--- config.mk ---
export PLATFORM = sky130hd
export DESIGN_NAME = dmem_arbiter
export DESIGN_NICKNAME = d
export VERILOG_FILES = /design/src/rtl/dmem_pkg.sv /design/src/rtl/dmem_arb_pick.sv /design/src/rtl/dmem_arbiter.sv
export SDC_FILE = /design/constraint.sdc
export NUM_CORES = 1
export LEC_CHECK = 0
export BUFFER_PORTS_ARGS = -buffer_cell sky130_fd_sc_hd__buf_4
export CAP_MARGIN = 30
export CELL_PAD_IN_SITES_DETAIL_PLACEMENT = 2
export CELL_PAD_IN_SITES_GLOBAL_PLACEMENT = 2
export CORE_UTILIZATION = 29
export DETAILED_ROUTE_END_ITERATION = 10
export GPL_ROUTABILITY_DRIVEN = 0
export GPL_TIMING_DRIVEN = 0
export PLACE_DENSITY_LB_ADDON = 0.05
export SYNTH_ARGS = -nofsm -noshare
export SYNTH_HDL_FRONTEND = slang
export SYNTH_HIERARCHICAL = 1
export SYNTH_SLANG_ARGS = --single-unit
--- constraint.sdc ---
create_clock -name clk -period 12.1 [get_ports clk]
set_input_delay 1.815 -clock clk [delete_from_list [all_inputs] [get_ports clk]]
set_output_delay 1.815 -clock clk [all_outputs]
set_load 0.02 [all_outputs]
--- src/rtl/dmem_pkg.sv ---
// Shared constants and types for the data-memory arbiter.
// State encoding and port ids used by the arbiter and its winner select.
package dmem_pkg;
  localparam int DATA_W = 32;
  localparam int DEPTH  = 256;
  localparam int MAW    = 8;

  typedef enum logic [1:0] {
    S_IDLE = 2'd0,
    S_ACC  = 2'd1,
    S_RESP = 2'd2
  } state_t;

  localparam logic PORT_C = 1'b0;
  localparam logic PORT_H = 1'b1;
endpackage

--- src/rtl/dmem_arb_pick.sv ---
// Combinational winner select between the CPU and host requesters.
// DMEM_ARB_RR_EN: round-robin on ties; otherwise CPU has fixed priority.
module dmem_arb_pick
  import dmem_pkg::*;
(
  input  logic i_c_req,
  input  logic i_h_req,
`ifdef DMEM_ARB_RR_EN
  input  logic i_last,
`endif
  output logic o_valid,
  output logic o_win
);

  // A lone request always wins; only a tie consults the policy.
  always_comb begin
    o_valid = i_c_req | i_h_req;
    o_win   = PORT_C;
    if (i_c_req && i_h_req) begin
`ifdef DMEM_ARB_RR_EN
      o_win = ~i_last;
`else
      o_win = PORT_C;
`endif
    end else if (i_h_req) begin
      o_win = PORT_H;
    end
  end

endmodule

--- src/rtl/dmem_arbiter.sv ---
// Two-port arbiter (CPU / host) in front of a 256x32 single-port data RAM.
// DMEM_ARB_RR_EN selects round-robin tie-breaking instead of CPU priority.
module dmem_arbiter
  import dmem_pkg::*;
(
  input  logic              clk,
  input  logic              rst,
  input  logic              c_req,
  input  logic              c_we,
  input  logic [31:0]       c_addr,
  input  logic [DATA_W-1:0] c_wdata,
  output logic              c_gnt,
  output logic              c_rvalid,
  output logic [DATA_W-1:0] c_rdata,
  input  logic              h_req,
  input  logic              h_we,
  input  logic [31:0]       h_addr,
  input  logic [DATA_W-1:0] h_wdata,
  output logic              h_gnt,
  output logic              h_rvalid,
  output logic [DATA_W-1:0] h_rdata,
  output logic              m_en,
  output logic              m_we,
  output logic [MAW-1:0]    m_addr,
  output logic [DATA_W-1:0] m_wdata,
  input  logic [DATA_W-1:0] m_rdata,
  output logic              err
);

  state_t              r_state;
  state_t              w_next;
  logic                r_win;
  logic                r_we;
  logic [31:0]         r_addr;
  logic [DATA_W-1:0]   r_wdata;
  logic [DATA_W-1:0]   r_c_rdata;
  logic [DATA_W-1:0]   r_h_rdata;
  logic                w_valid;
  logic                w_win;
  logic                w_oor;
  logic [DATA_W-1:0]   w_rd;

`ifdef DMEM_ARB_RR_EN
  logic                r_last;
`endif

  dmem_arb_pick u_pick (
    .i_c_req (c_req),
    .i_h_req (h_req),
`ifdef DMEM_ARB_RR_EN
    .i_last  (r_last),
`endif
    .o_valid (w_valid),
    .o_win   (w_win)
  );

  assign w_oor = (r_addr >= 32'(DEPTH));
  assign w_rd  = w_oor ? '0 : m_rdata;

  // State register, request capture in IDLE, read-data hold in RESP.
  always_ff @(posedge clk or posedge rst) begin
    if (rst) begin
      r_state   <= S_IDLE;
      r_win     <= PORT_C;
      r_we      <= 1'b0;
      r_addr    <= '0;
      r_wdata   <= '0;
      r_c_rdata <= '0;
      r_h_rdata <= '0;
    end else begin
      r_state <= w_next;
      if (r_state == S_IDLE && w_valid) begin
        r_win   <= w_win;
        r_we    <= (w_win == PORT_H) ? h_we    : c_we;
        r_addr  <= (w_win == PORT_H) ? h_addr  : c_addr;
        r_wdata <= (w_win == PORT_H) ? h_wdata : c_wdata;
      end
      if (r_state == S_RESP) begin
        if (r_win == PORT_H) r_h_rdata <= w_rd;
        else                 r_c_rdata <= w_rd;
      end
    end
  end

`ifdef DMEM_ARB_RR_EN
  // Last-winner pointer; reset to H so the CPU wins the first tie.
  always_ff @(posedge clk or posedge rst) begin
    if (rst)                  r_last <= PORT_H;
    else if (r_state == S_ACC) r_last <= r_win;
  end
`endif

  // Next state and all outputs, decoded from the current state.
  always_comb begin
    w_next   = r_state;
    c_gnt    = 1'b0;
    h_gnt    = 1'b0;
    c_rvalid = 1'b0;
    h_rvalid = 1'b0;
    c_rdata  = r_c_rdata;
    h_rdata  = r_h_rdata;
    m_en     = 1'b0;
    m_we     = 1'b0;
    m_addr   = '0;
    m_wdata  = '0;
    err      = 1'b0;
    case (r_state)
      S_IDLE: begin
        if (w_valid) w_next = S_ACC;
      end
      S_ACC: begin
        c_gnt  = (r_win == PORT_C);
        h_gnt  = (r_win == PORT_H);
        err    = w_oor;
        if (!w_oor) begin
          m_en    = 1'b1;
          m_we    = r_we;
          m_addr  = r_addr[MAW-1:0];
          m_wdata = r_wdata;
        end
        w_next = r_we ? S_IDLE : S_RESP;
      end
      S_RESP: begin
        if (r_win == PORT_H) begin
          h_rvalid = 1'b1;
          h_rdata  = w_rd;
        end else begin
          c_rvalid = 1'b1;
          c_rdata  = w_rd;
        end
        w_next = S_IDLE;
      end
      default: w_next = S_IDLE;
    endcase
  end

endmodule

# Yosys cells after proc, flatten, opt, wreduce, memory -nomap -nowiden
# Cells that the tools add are included.
dict set report word_totals {
  word_cells 44
  output_inout_bits 111
  reg_bits 132
}
dict set report classes {
  reduce_logical 3
  muxes 28
  n_lt_le_gt_ge 1
  bitwise_logic 2
  eq_ne 3
}
# cell count
set ops {}
lappend ops {{2-to-1 mux 32 bit} 9}
lappend ops {{greater-or-equal comparator 32 x 9 -> 1 bit, second input constant} 1}
lappend ops {{2-to-1 mux 8 bit} 2}
lappend ops {{2-to-1 mux 1 bit} 14}
lappend ops {{2-to-1 mux 2 bit} 2}
lappend ops {{case mux 2 bit (2 select lines)} 1}
lappend ops {{== test 2 x 1 -> 1 bit, second input constant} 1}
lappend ops {{== test 2 bit, second input constant} 1}
lappend ops {{logical AND 1 bit} 2}
lappend ops {{zero test 2 bit} 1}
lappend ops {{inequality test 2 bit, second input constant} 1}
lappend ops {{NOT 1 bit} 1}
lappend ops {{OR 1 bit} 1}

# Logic depth before layout (Yosys ltp)
# Gate-level depths: netlist (run 1).
dict set report depth {
  word_depth 4
  ltp_mapped 6
  mapped_depth_nobuf 4
}

# Hierarchy
# Netlist (run 1), hierarchy kept.
# mod n_inst cells_each seq_area_each_um2 area_per_inst_um2
set by_module_without_submodules {}
lappend by_module_without_submodules {dmem_arbiter 1 692 3303.2 6454.9}
lappend by_module_without_submodules {dmem_arb_pick 1 2 0.0 12.5}

# Least setup slack after synthesis (run 1)
# Ideal clock, no wire load.
dict set report synth_path {
  kind {input-to-output}
  start {input m_rdata[10]}
  end {output h_rdata[10]}
  cell_stages 2
  arrival_time_ns 2.408
  setup_slack_ns 7.877
  path_buffers 0
  required_time_ns 10.285
  cell_sequence {nand4_1 -> o21ai_0}
}
dict set report synth_between {
  elab_chain_len 3
}
# element line
set synth_rtl {}
lappend synth_rtl {{start: declaration} dmem_arbiter.sv:26} ;# input logic [DATA_W-1:0] m_rdata,
lappend synth_rtl {{2-to-1 mux 32 bit} dmem_arbiter.sv:58} ;# assign w_rd = w_oor ? '0 : m_rdata;
lappend synth_rtl {{2-to-1 mux 32 bit (2 in series)} --}
lappend synth_rtl {{end: declaration} dmem_arbiter.sv:21} ;# output logic [DATA_W-1:0] h_rdata,
# No other way between the ends.

# Worst setup path after layout (run 1)
dict set report layout_path {
  start {register r_addr[12]}
  end {output m_wdata[19]}
}
dict set report layout_between {
  elab_chain_len 3
}
# element line
set layout_rtl {}
lappend layout_rtl {{start: declaration} dmem_arbiter.sv:34} ;# logic [31:0] r_addr;
lappend layout_rtl {{start signal: assignment} dmem_arbiter.sv:75} ;# r_addr <= (w_win == PORT_H) ? h_addr : c_addr;
lappend layout_rtl {{greater-or-equal comparator 32 x 9 -> 1 bit} dmem_arbiter.sv:57} ;# assign w_oor = (r_addr >= 32'(DEPTH));
lappend layout_rtl {{2-to-1 mux 32 bit} dmem_arbiter.sv:115} ;# if (!w_oor) begin
lappend layout_rtl {{2-to-1 mux 32 bit} dmem_arbiter.sv:107} ;# case (r_state)
lappend layout_rtl {{end: declaration} dmem_arbiter.sv:25} ;# output logic [DATA_W-1:0] m_wdata,
# No other way between the ends.

==> reports/results.tsv, run 1 <==
stage	metric	value	unit
cells_and_area	fraction of layout cells with a size suffix above 1	37.09	%
place	placed instance area	0.008922	sq mm
setup_path	Setup CP Type	reg2out	
timing	Slew Limit Fails	0	
setup_path	CP Max Fanout	10	
power	PwrDens	228.3	mW/mm^2
timing	Slew HR	40.75	%
yosys	most frequent cell after synthesis	dfrtp_1	
setup_path	Worst path top cell family by delay	simple AND/OR/NAND/NOR gates	
drt	drt drc	0	
floorplanning	Die ar.	0.02290	sq mm
floorplanning	Ports	277	
clock_tree	clk sinks	132	
clock_tree	CTS clk-pin slew, worst paths	0.06	ns
yosys	Avg Inst Size Synth	9.319	sq um
floorplanning	die width	151.3	microns
cells_and_area	Filler cells	2434	
clock_tree	Skew-Pair Late Insertion Delay	0.42	ns
worst_hold_path	Worst Hold Class	reg2reg	
timing	Setup-failing EPs final	0	
grt	gr usage total	22.27	%
timing	FMAX	0.2124	GHz
setup_path	worst path cell trace	nor4_1, nand2_1, buf_1, nor3_2, buf_4	
cells_and_area	Finished Cell Area	0.009553	sq mm
yosys	Cells after Synth	694	
run_status	outcome	completed	
cells_and_area	Syn-to-layout area delta	47.71	%
grt	initial antenna violation count	0	
floorplanning	row count	54	
timing	Final TNS setup	0	ns
clock_tree	CTS resizes	0	
setup_path	sum of buffers and inverters on the critical path	2	
clock_tree	TritonCTS buffer count	17	
yosys	FF+latch count, synth	132	
timing	Clock Skews	0.01223	ns
yosys	Synth Flop Type	dfrtp_1	
yosys	Synth area leaders	dfrtp_1 51%, mux2i_1 10%, nand4_1 6.3%	
timing	Hold Violations, Final	0	
setup_path	Worst path depth	5	
setup_path	worst endpoint required time	10.28	ns
cells_and_area	final net count	1156	
yosys	Unique masters post-synth	27	
grt	first-pass GRT wire length	38430	microns
setup_path	crit start category	flop	
place	dpl hpwl	18780	microns
cells_and_area	register area	0.003303	sq mm
yosys	area leader, netlist	dfrtp_1	
floorplanning	Die H	151.3	microns
setup_path	Slowest-stage cell, CP	nor4_1	
timing	min Tclk post-route	4.707	ns
place	port bufs	276	
drt	TritonRoute pass-1 iters	5	
yosys	post-synthesis net count	860	
drt	DR vias/cell	4.977	
yosys	Synth top area share	51.07	%
clock_tree	CTS Root Cell	clkbuf_16	
grt	largest net degree at the start of global routing	75	
yosys	synth warn	6	
drt	Starting DRT DRC Count	178	
grt	global route overflow	0	
clock_tree	CTS tree	yes	
power	Lkg Pwr	4.261	nW
cells_and_area	multi-input gate area in the final layout	0.002829	sq mm
drt	WL final	24910	microns
drt	via count	6385	
timing	RSZ-0062 raised after global routing	false	
yosys	EDFF count, synth	0	
yosys	synth cell count leaders	132 x dfrtp_1, 106 x nand2_1, 67 x nor2_1	
timing	final cycle utilization of the critical path	38.90	%
yosys	asr flop ratio synth	100.0	%
setup_path	Crit. End Element	output pin	
clock_tree	number of setup buffers added after CTS	0	
setup_path	worst r2r path cells	5	
clock_tree	Max Root-Sink Buffers	2	
yosys	Post-Syn Area	0.006467	sq mm
clock_tree	cts hold-fix bufs	0	
worst_hold_path	Hold Crit Depth	1	
setup_path	crit path DAT	2.89	ns
floorplanning	Initial Utilization	29.64	%
yosys	sequential-to-total area share from yosys stat	51.07	%
clock_tree	H-tree Lvls	4	
setup_path	Crit path largest cell delay	0.77	ns
timing	Worst Max-Slew Pin Slew	0.8807	ns
run	Max Cap Viol	0	
grt	vias in the first global route	7036	
cells_and_area	Ant. Diodes	0	
drt	drt wl/cell	19.41	microns
power	Worst VDD drop	0.06660	mV
floorplanning	core area	0.02182	sq mm
drt	post-route ant nets	0	
per-stage QoR:
step | setup slack [ns] | hold slack (ns) | util (%) | total power [W] | std cells
3_5_place_dp | 7.772 | 0.4885 | 40.88 | 0.001633 | 1251
3_3_place_gp | 4.688 | 0.4792 | 40.74 | 0.001600 | 1250
6_report | 7.393 | 0.4883 | 43.77 | 0.002181 | 1283
5_1_grt | 7.208 | 0.5111 | 43.77 | 0.002325 | 1283
2_1_floorplan | 6.759 | 0.4258 | - | 0.001247 | 694
4_1_cts | 7.307 | 0.4988 | 43.77 | 0.002214 | 1283
routing by layer:
| metal | GRT usage, % | routed length (microns) | vias to the layer above |
|---|---|---|---|
| met5 | 0 | 0 | - |
| met2 | 38.95 | 12710 | 180 |
| met3 | 5.602 | 1527 | 26 |
| met4 | 6.450 | 323 | 0 |
| met1 | 26.77 | 10350 | 3161 |
| li1 | - | - | 3018 |
kinds of logic after synthesis:
logic type             after synthesis  share of synthesized area (%)
and+or+nand+nor                    294                          23.41
DFF                                132                          51.07
AOI/OAI and AO/OA                  130                          10.10
buffers and inverters               72                          5.185
muxes                               66                          10.23
layout by cell type, fill, tap and decap left out, types with 30 or more instances in the layout:
cell type | Yosys | routed
dfrtp_1 | 132 | 132
o21ai_1 | 47 | 47
clkbuf_1 | 29 | 31
nor3_2 | 30 | 30
a21oi_1 | 65 | 65
buf_4 | 3 | 279
nand2_1 | 106 | 106
mux2i_1 | 65 | 65
nor2_1 | 67 | 67
nand4_1 | 65 | 65
flip-flops by register name, indices dropped and copies added, names as in the netlist:
register and count:
r_h_rdata 32, r_c_rdata 32, r_state 2, r_wdata 32, r_we 1, r_addr 32, r_win 1
worst paths after layout:
check                                  startpoint                       to  slack [ns]
setup reg to reg           r_addr[12]$_DFFE_PP0P_  r_h_rdata[18]$_DFF_PP0_        9.74
setup / recovery           r_addr[12]$_DFFE_PP0P_              m_wdata[19]        7.39
hold reg to reg                  r_we$_DFFE_PP0P_   r_state[1]$_DFFE_PP0P_        0.49
hold / removal                   r_we$_DFFE_PP0P_   r_state[1]$_DFFE_PP0P_        0.49
max in group asynchronous                     rst   r_wdata[8]$_DFFE_PP0P_        9.80
min in group asynchronous                     rst  r_c_rdata[29]$_DFF_PP0_        1.47
cell type report:
cell class / instances / share of cell area [%]
repair buffers: 277 / 21.98
multi-input cells: 490 / 29.61
inverters: 3 / 0.1703
clock inverters: 13 / 2.069
plain buffers: 69 / 3.392
flip-flops and latches: 132 / 34.58
clock buffers: 19 / 4.532
well taps: 280 / 3.667
power breakdown:
group / switching [W] / leakage [nW] / internal, W
clock: 0.000211 / 0.304 / 0.000349
sequential: 0.0000945 / 1.58 / 0.000650
combinational: 0.000556 / 2.37 / 0.000320
total: 0.000862 / 4.26 / 0.00132
worst register-to-register path: stages (launching register included):
cell     delay [ns]
dfrtp_1        0.39
nor4_1         0.77
buf_2          0.36
buf_2          0.28
nand4_1        0.14
o21ai_0        0.30
No activity file was read; power rests on OpenSTA's default activity.
==> run 2: changes to the inputs <==
Settings changed: CORE_UTILIZATION 29 to 27.
Clock period 12.1 ns to 4.5 ns, I/O delays scaled along.
==> reports/results.tsv, run 2 (same netlist as run 1, synthesis figures left out) <==
stage	metric	value	unit
run_status	outcome	completed	
grt	global route overflow	0	
timing	RSZ-0062 raised after global routing	false	
drt	Top Layer Used	met4	
power	PwrDens	606.8	mW/mm^2
setup_path	Setup CP Type	reg2out	
clock_tree	TritonCTS buffer count	17	
clock_tree	Max Root-Sink Buffers	2	
clock_tree	CTS Root Cell	clkbuf_16	
timing	Clock Skews	0.01209	ns
drt	met3 WL post-DR	1450	microns
drt	post-route ant nets	0	
clock_tree	CTS resizes	0	
clock_tree	number of setup buffers added after CTS	0	
grt	vias in the first global route	6959	
floorplanning	Die H	156.8	microns
floorplanning	Ports	277	
clock_tree	CTS tree	yes	
cells_and_area	Filler cells	2664	
drt	metal1 wirelength	10810	microns
floorplanning	Die ar.	0.02458	sq mm
setup_path	Crit. End Element	output pin	
setup_path	worst path cell trace	nor4_1, nand4_1, buf_2, buf_6, nor3_2, buf_4	
timing	FMAX	0.2764	GHz
clock_tree	CTS clk-pin slew, worst paths	0.06	ns
place	placed instance area	0.008971	sq mm
cells_and_area	commonest non-fill, non-tap cell in the layout	buf_4	
setup_path	crit start category	flop	
timing	final cycle utilization of the critical path	80.41	%
timing	Slew HR	44.61	%
drt	drt drc	0	
timing	Slew Limit Fails	0	
timing	min Tclk post-route	3.619	ns
grt	largest net degree at the start of global routing	68	
timing	Hold Violations, Final	0	
drt	Met2 Wirelength	12690	microns
cells_and_area	Post-Layout Cell Count	1322	
run	Max Cap Viol	0	
floorplanning	Initial Utilization	27.55	%
cells_and_area	Ant. Diodes	0	
grt	initial antenna violation count	0	
setup_path	Slowest-stage cell, CP	nand4_1	
cells_and_area	fraction of layout cells with a size suffix above 1	37.19	%
clock_tree	clk sinks	132	
cells_and_area	commonest non-fill, non-tap cells in the layout	279 x buf_4, 132 x dfrtp_1, 106 x nand2_1	
setup_path	CP Max Fanout	10	
grt	first-pass GRT wire length	39270	microns
cells_and_area	final net count	1156	
floorplanning	row count	56	
timing	Worst Max-Slew Pin Slew	0.8232	ns
grt	gr usage total	21.18	%
setup_path	Crit path largest cell delay	0.60	ns
worst_hold_path	Worst Hold Class	in2async	
floorplanning	die width	156.8	microns
place	dpl hpwl	19090	microns
drt	DR vias/cell	4.784	
place	placed insts	1290	
floorplanning	core area	0.02347	sq mm
drt	WL final	25180	microns
cells_and_area	final core utilization	40.83	%
drt	via count	6325	
cells_and_area	Finished Cell Area	0.009584	sq mm
cells_and_area	Syn-to-layout area delta	48.19	%
clock_tree	cts hold-fix bufs	0	
clock_tree	H-tree Lvls	4	
timing	Setup-failing EPs final	0	
setup_path	worst endpoint required time	3.83	ns
power	Lkg Pwr	4.249	nW
setup_path	crit path DAT	2.94	ns
drt	drt wl/cell	19.05	microns
drt	TritonRoute pass-1 iters	4	
power	total power	0.005816	W
power	Worst VDD drop	0.2030	mV
place	port bufs	276	
drt	Starting DRT DRC Count	158	
clock_tree	Skew-Pair Late Insertion Delay	0.42	ns
-- run 2: worst paths after layout --
path	slack, ns	startpoint	cells past startpoint	to
max	0.88	r_addr[8]$_DFFE_PP0P_	6	m_wdata[30]
min	0.34	rst	2	r_c_rdata[24]$_DFF_PP0_
max reg2reg	2.10	r_addr[8]$_DFFE_PP0P_	4	r_h_rdata[0]$_DFF_PP0_
min reg2reg	0.49	r_we$_DFFE_PP0P_	1	r_state[1]$_DFFE_PP0P_
max in group asynchronous	3.37	rst	3	r_wdata[7]$_DFFE_PP0P_
min in group clk	0.49	r_we$_DFFE_PP0P_	1	r_state[1]$_DFFE_PP0P_
-- run 2: through the flow --
step           hold slack, ns  setup slack (ns)  setup TNS [ns]
2_1_floorplan          0.4258            0.2990               0
5_1_grt                0.3831            0.6872               0
6_report               0.3406            0.8814               0
3_3_place_gp           0.4764            -1.835         -240.26
4_1_cts                0.3667            0.7528               0
3_5_place_dp           0.4850             1.255               0
-- run 2: area by class of cell --
| cell class | instances | area [sq um] | share of cell area (%) |
|---|---|---|---|
| Tap cell | 319 | 399.1 | 4.164 |
| Sequential cell | 132 | 3303 | 34.46 |
| Clock inverter | 13 | 170.2 | 1.775 |
| Clock buffer | 19 | 442.9 | 4.621 |
| Inverter | 3 | 16.27 | 0.1697 |
| Buffer | 69 | 324.1 | 3.381 |
| Multi-Input combinational cell | 490 | 2829 | 29.52 |
| Timing Repair Buffer | 277 | 2100 | 21.91 |
-- run 2: metal layers --
metal  GRT usage [%]  vias up
met5               0        -
met1           25.72     3114
met3           5.649       15
li1                -     3026
met4           5.089        0
met2           36.97      170
-- run 2: worst max-delay path, delay by kind of cell (launching register included) --
family,cells,cell delay (ns)
buf+inv,3,0.81
flops,1,0.38
simple gates,3,1.32
-- run 2: report_power, final --
| group | leakage, nW | switching, W | total, W | internal (W) |
|---|---|---|---|---|
| Sequential | 1.58 | 0.000252 | 0.00200 | 0.00175 |
| Combinational | 2.37 | 0.00149 | 0.00236 | 0.000861 |
| Clock | 0.291 | 0.000567 | 0.00146 | 0.000895 |
| Total | 4.25 | 0.00231 | 0.00582 | 0.00350 |
==> run 3: changes to the inputs <==
Clock period 4.5 ns to 3.75 ns, I/O delays scaled along.
==> reports/results.tsv, run 3 (same netlist as run 1, synthesis figures left out) <==
stage	metric	value	unit
run_status	outcome	completed	
cells_and_area	Syn-to-layout area delta	48.09	%
clock_tree	cts hold-fix bufs	0	
grt	initial antenna violation count	0	
floorplanning	Ports	277	
setup_path	worst r2r path cells	4	
cells_and_area	final core utilization	40.80	%
setup_path	reg-to-reg endpoint	r_h_rdata[16]$_DFF_PP0_	
clock_tree	CTS Root Cell	clkbuf_16	
setup_path	Setup CP Type	reg2out	
cells_and_area	final net count	1159	
setup_path	r2r startpoint	r_addr[8]$_DFFE_PP0P_	
setup_path	Crit path largest cell delay	0.55	ns
cells_and_area	Filler cells	2620	
power	total power	0.006841	W
place	placed insts	1293	
cells_and_area	Finished Cell Area	0.009578	sq mm
floorplanning	core area	0.02347	sq mm
floorplanning	die width	156.8	microns
cells_and_area	fraction of layout cells with a size suffix above 1	37.28	%
grt	largest net degree at the start of global routing	38	
timing	Slew Limit Fails	0	
cells_and_area	commonest non-fill, non-tap cell in the layout	buf_4	
clock_tree	H-tree Lvls	4	
timing	final cycle utilization of the critical path	91.80	%
power	Worst VDD drop	0.3009	mV
drt	DR vias/cell	4.804	
floorplanning	row count	56	
clock_tree	CTS tree	yes	
grt	global route overflow	0	
drt	WL final	25150	microns
place	placed instance area	0.009022	sq mm
cells_and_area	multi-input gate area in the final layout	0.002829	sq mm
drt	post-route ant nets	0	
cells_and_area	Ant. Diodes	0	
clock_tree	Skew-Pair Late Insertion Delay	0.42	ns
clock_tree	TritonCTS buffer count	17	
floorplanning	Die ar.	0.02458	sq mm
drt	drt drc	0	
grt	vias in the first global route	7126	
cells_and_area	register area	0.003303	sq mm
grt	gr usage total	21.13	%
timing	Setup-failing EPs final	0	
drt	drt wl/cell	18.98	microns
floorplanning	Initial Utilization	27.55	%
place	port bufs	276	
timing	Worst Max-Slew Pin Slew	0.8880	ns
clock_tree	clk sinks	132	
setup_path	crit start category	flop	
run	Max Cap Viol	0	
timing	Hold Violations, Final	0	
setup_path	Slowest-stage cell, CP	nand4_1	
clock_tree	Max Root-Sink Buffers	2	
timing	min Tclk post-route	3.443	ns
place	dpl hpwl	19450	microns
power	Lkg Pwr	4.239	nW
setup_path	R2R setup slack	1.42	ns
clock_tree	number of setup buffers added after CTS	0	
cells_and_area	commonest non-fill, non-tap cells in the layout	279 x buf_4, 132 x dfrtp_1, 106 x nand2_1	
drt	TritonRoute pass-1 iters	4	
setup_path	crit path DAT	2.88	ns
cells_and_area	Post-Layout Cell Count	1325	
timing	RSZ-0062 raised after global routing	false	
power	PwrDens	714.3	mW/mm^2
setup_path	Crit. End Element	output pin	
timing	Final TNS setup	0	ns
drt	via count	6365	
worst_hold_path	Worst Hold Class	in2async	
setup_path	worst endpoint required time	3.19	ns
grt	first-pass GRT wire length	39510	microns
timing	Clock Skews	0.01463	ns
floorplanning	Die H	156.8	microns
clock_tree	CTS clk-pin slew, worst paths	0.07	ns
drt	Starting DRT DRC Count	187	
timing	FMAX	0.2905	GHz
setup_path	worst path cell trace	nor4_1, nand4_1, buf_2, buf_6, nor3_2, buf_4	
clock_tree	CTS resizes	0	
setup_path	CP Max Fanout	10	
timing	Slew HR	40.80	%
-- run 3: worst max-delay path, delay by kind of cell, from the launching register on --
family        cells  cell delay, ns
simple gates      3            1.29
buf+inv           3            0.78
flops             1            0.38
-- run 3: layout make-up --
cell class | count | area share [%]
Buffer | 69 | 3.383
Clock buffer | 19 | 4.520
Clock inverter | 13 | 1.280
Inverter | 3 | 0.1568
Multi-Input combinational cell | 490 | 29.54
Sequential cell | 132 | 34.49
Tap cell | 319 | 4.167
Timing Repair Buffer | 280 | 22.47
-- run 3: how the worst max path moves through the flow --
stage | start | endpoint | slack (ns)
2_1_floorplan | r_state[0]$_DFFE_PP0P_ | h_rdata[22] | 1.48
3_3_place_gp | rst | r_addr[12]$_DFFE_PP0P_ | 0.41
3_5_place_dp | r_addr[8]$_DFFE_PP0P_ | m_addr[0] | 0.69
4_1_cts | r_addr[8]$_DFFE_PP0P_ | m_addr[3] | 0.25
5_1_grt | r_addr[12]$_DFFE_PP0P_ | h_rdata[17] | 0.13
6_report | r_addr[8]$_DFFE_PP0P_ | m_addr[0] | 0.31
-- run 3: layer usage --
metal	part of all wire, %	track usage (%)	vias to the layer above	wire (microns)
li1	-	-	3032	-
met1	42	24.94	3154	10610
met2	51	37.90	165	12810
met3	6.0	6.120	14	1518
met4	0.85	3.968	0	214
met5	0	0	-	0
-- run 3: report_power, final --
part / switching [W] / internal [W]
clock: 0.000686 / 0.000921
sequential: 0.000304 / 0.00210
combinational: 0.00180 / 0.00104
total: 0.00279 / 0.00405
-- run 3: per-stage QoR --
stage / hold slack [ns] / worst slack [ns]
final: 0.05019 / 0.3074
after global routing: 0.04363 / 0.1250
after CTS: 0.03997 / 0.2455
after detailed placement: 0.4792 / 0.6860
after global placement: 0.4774 / 0.4070
after floorplan: 0.4258 / 1.476
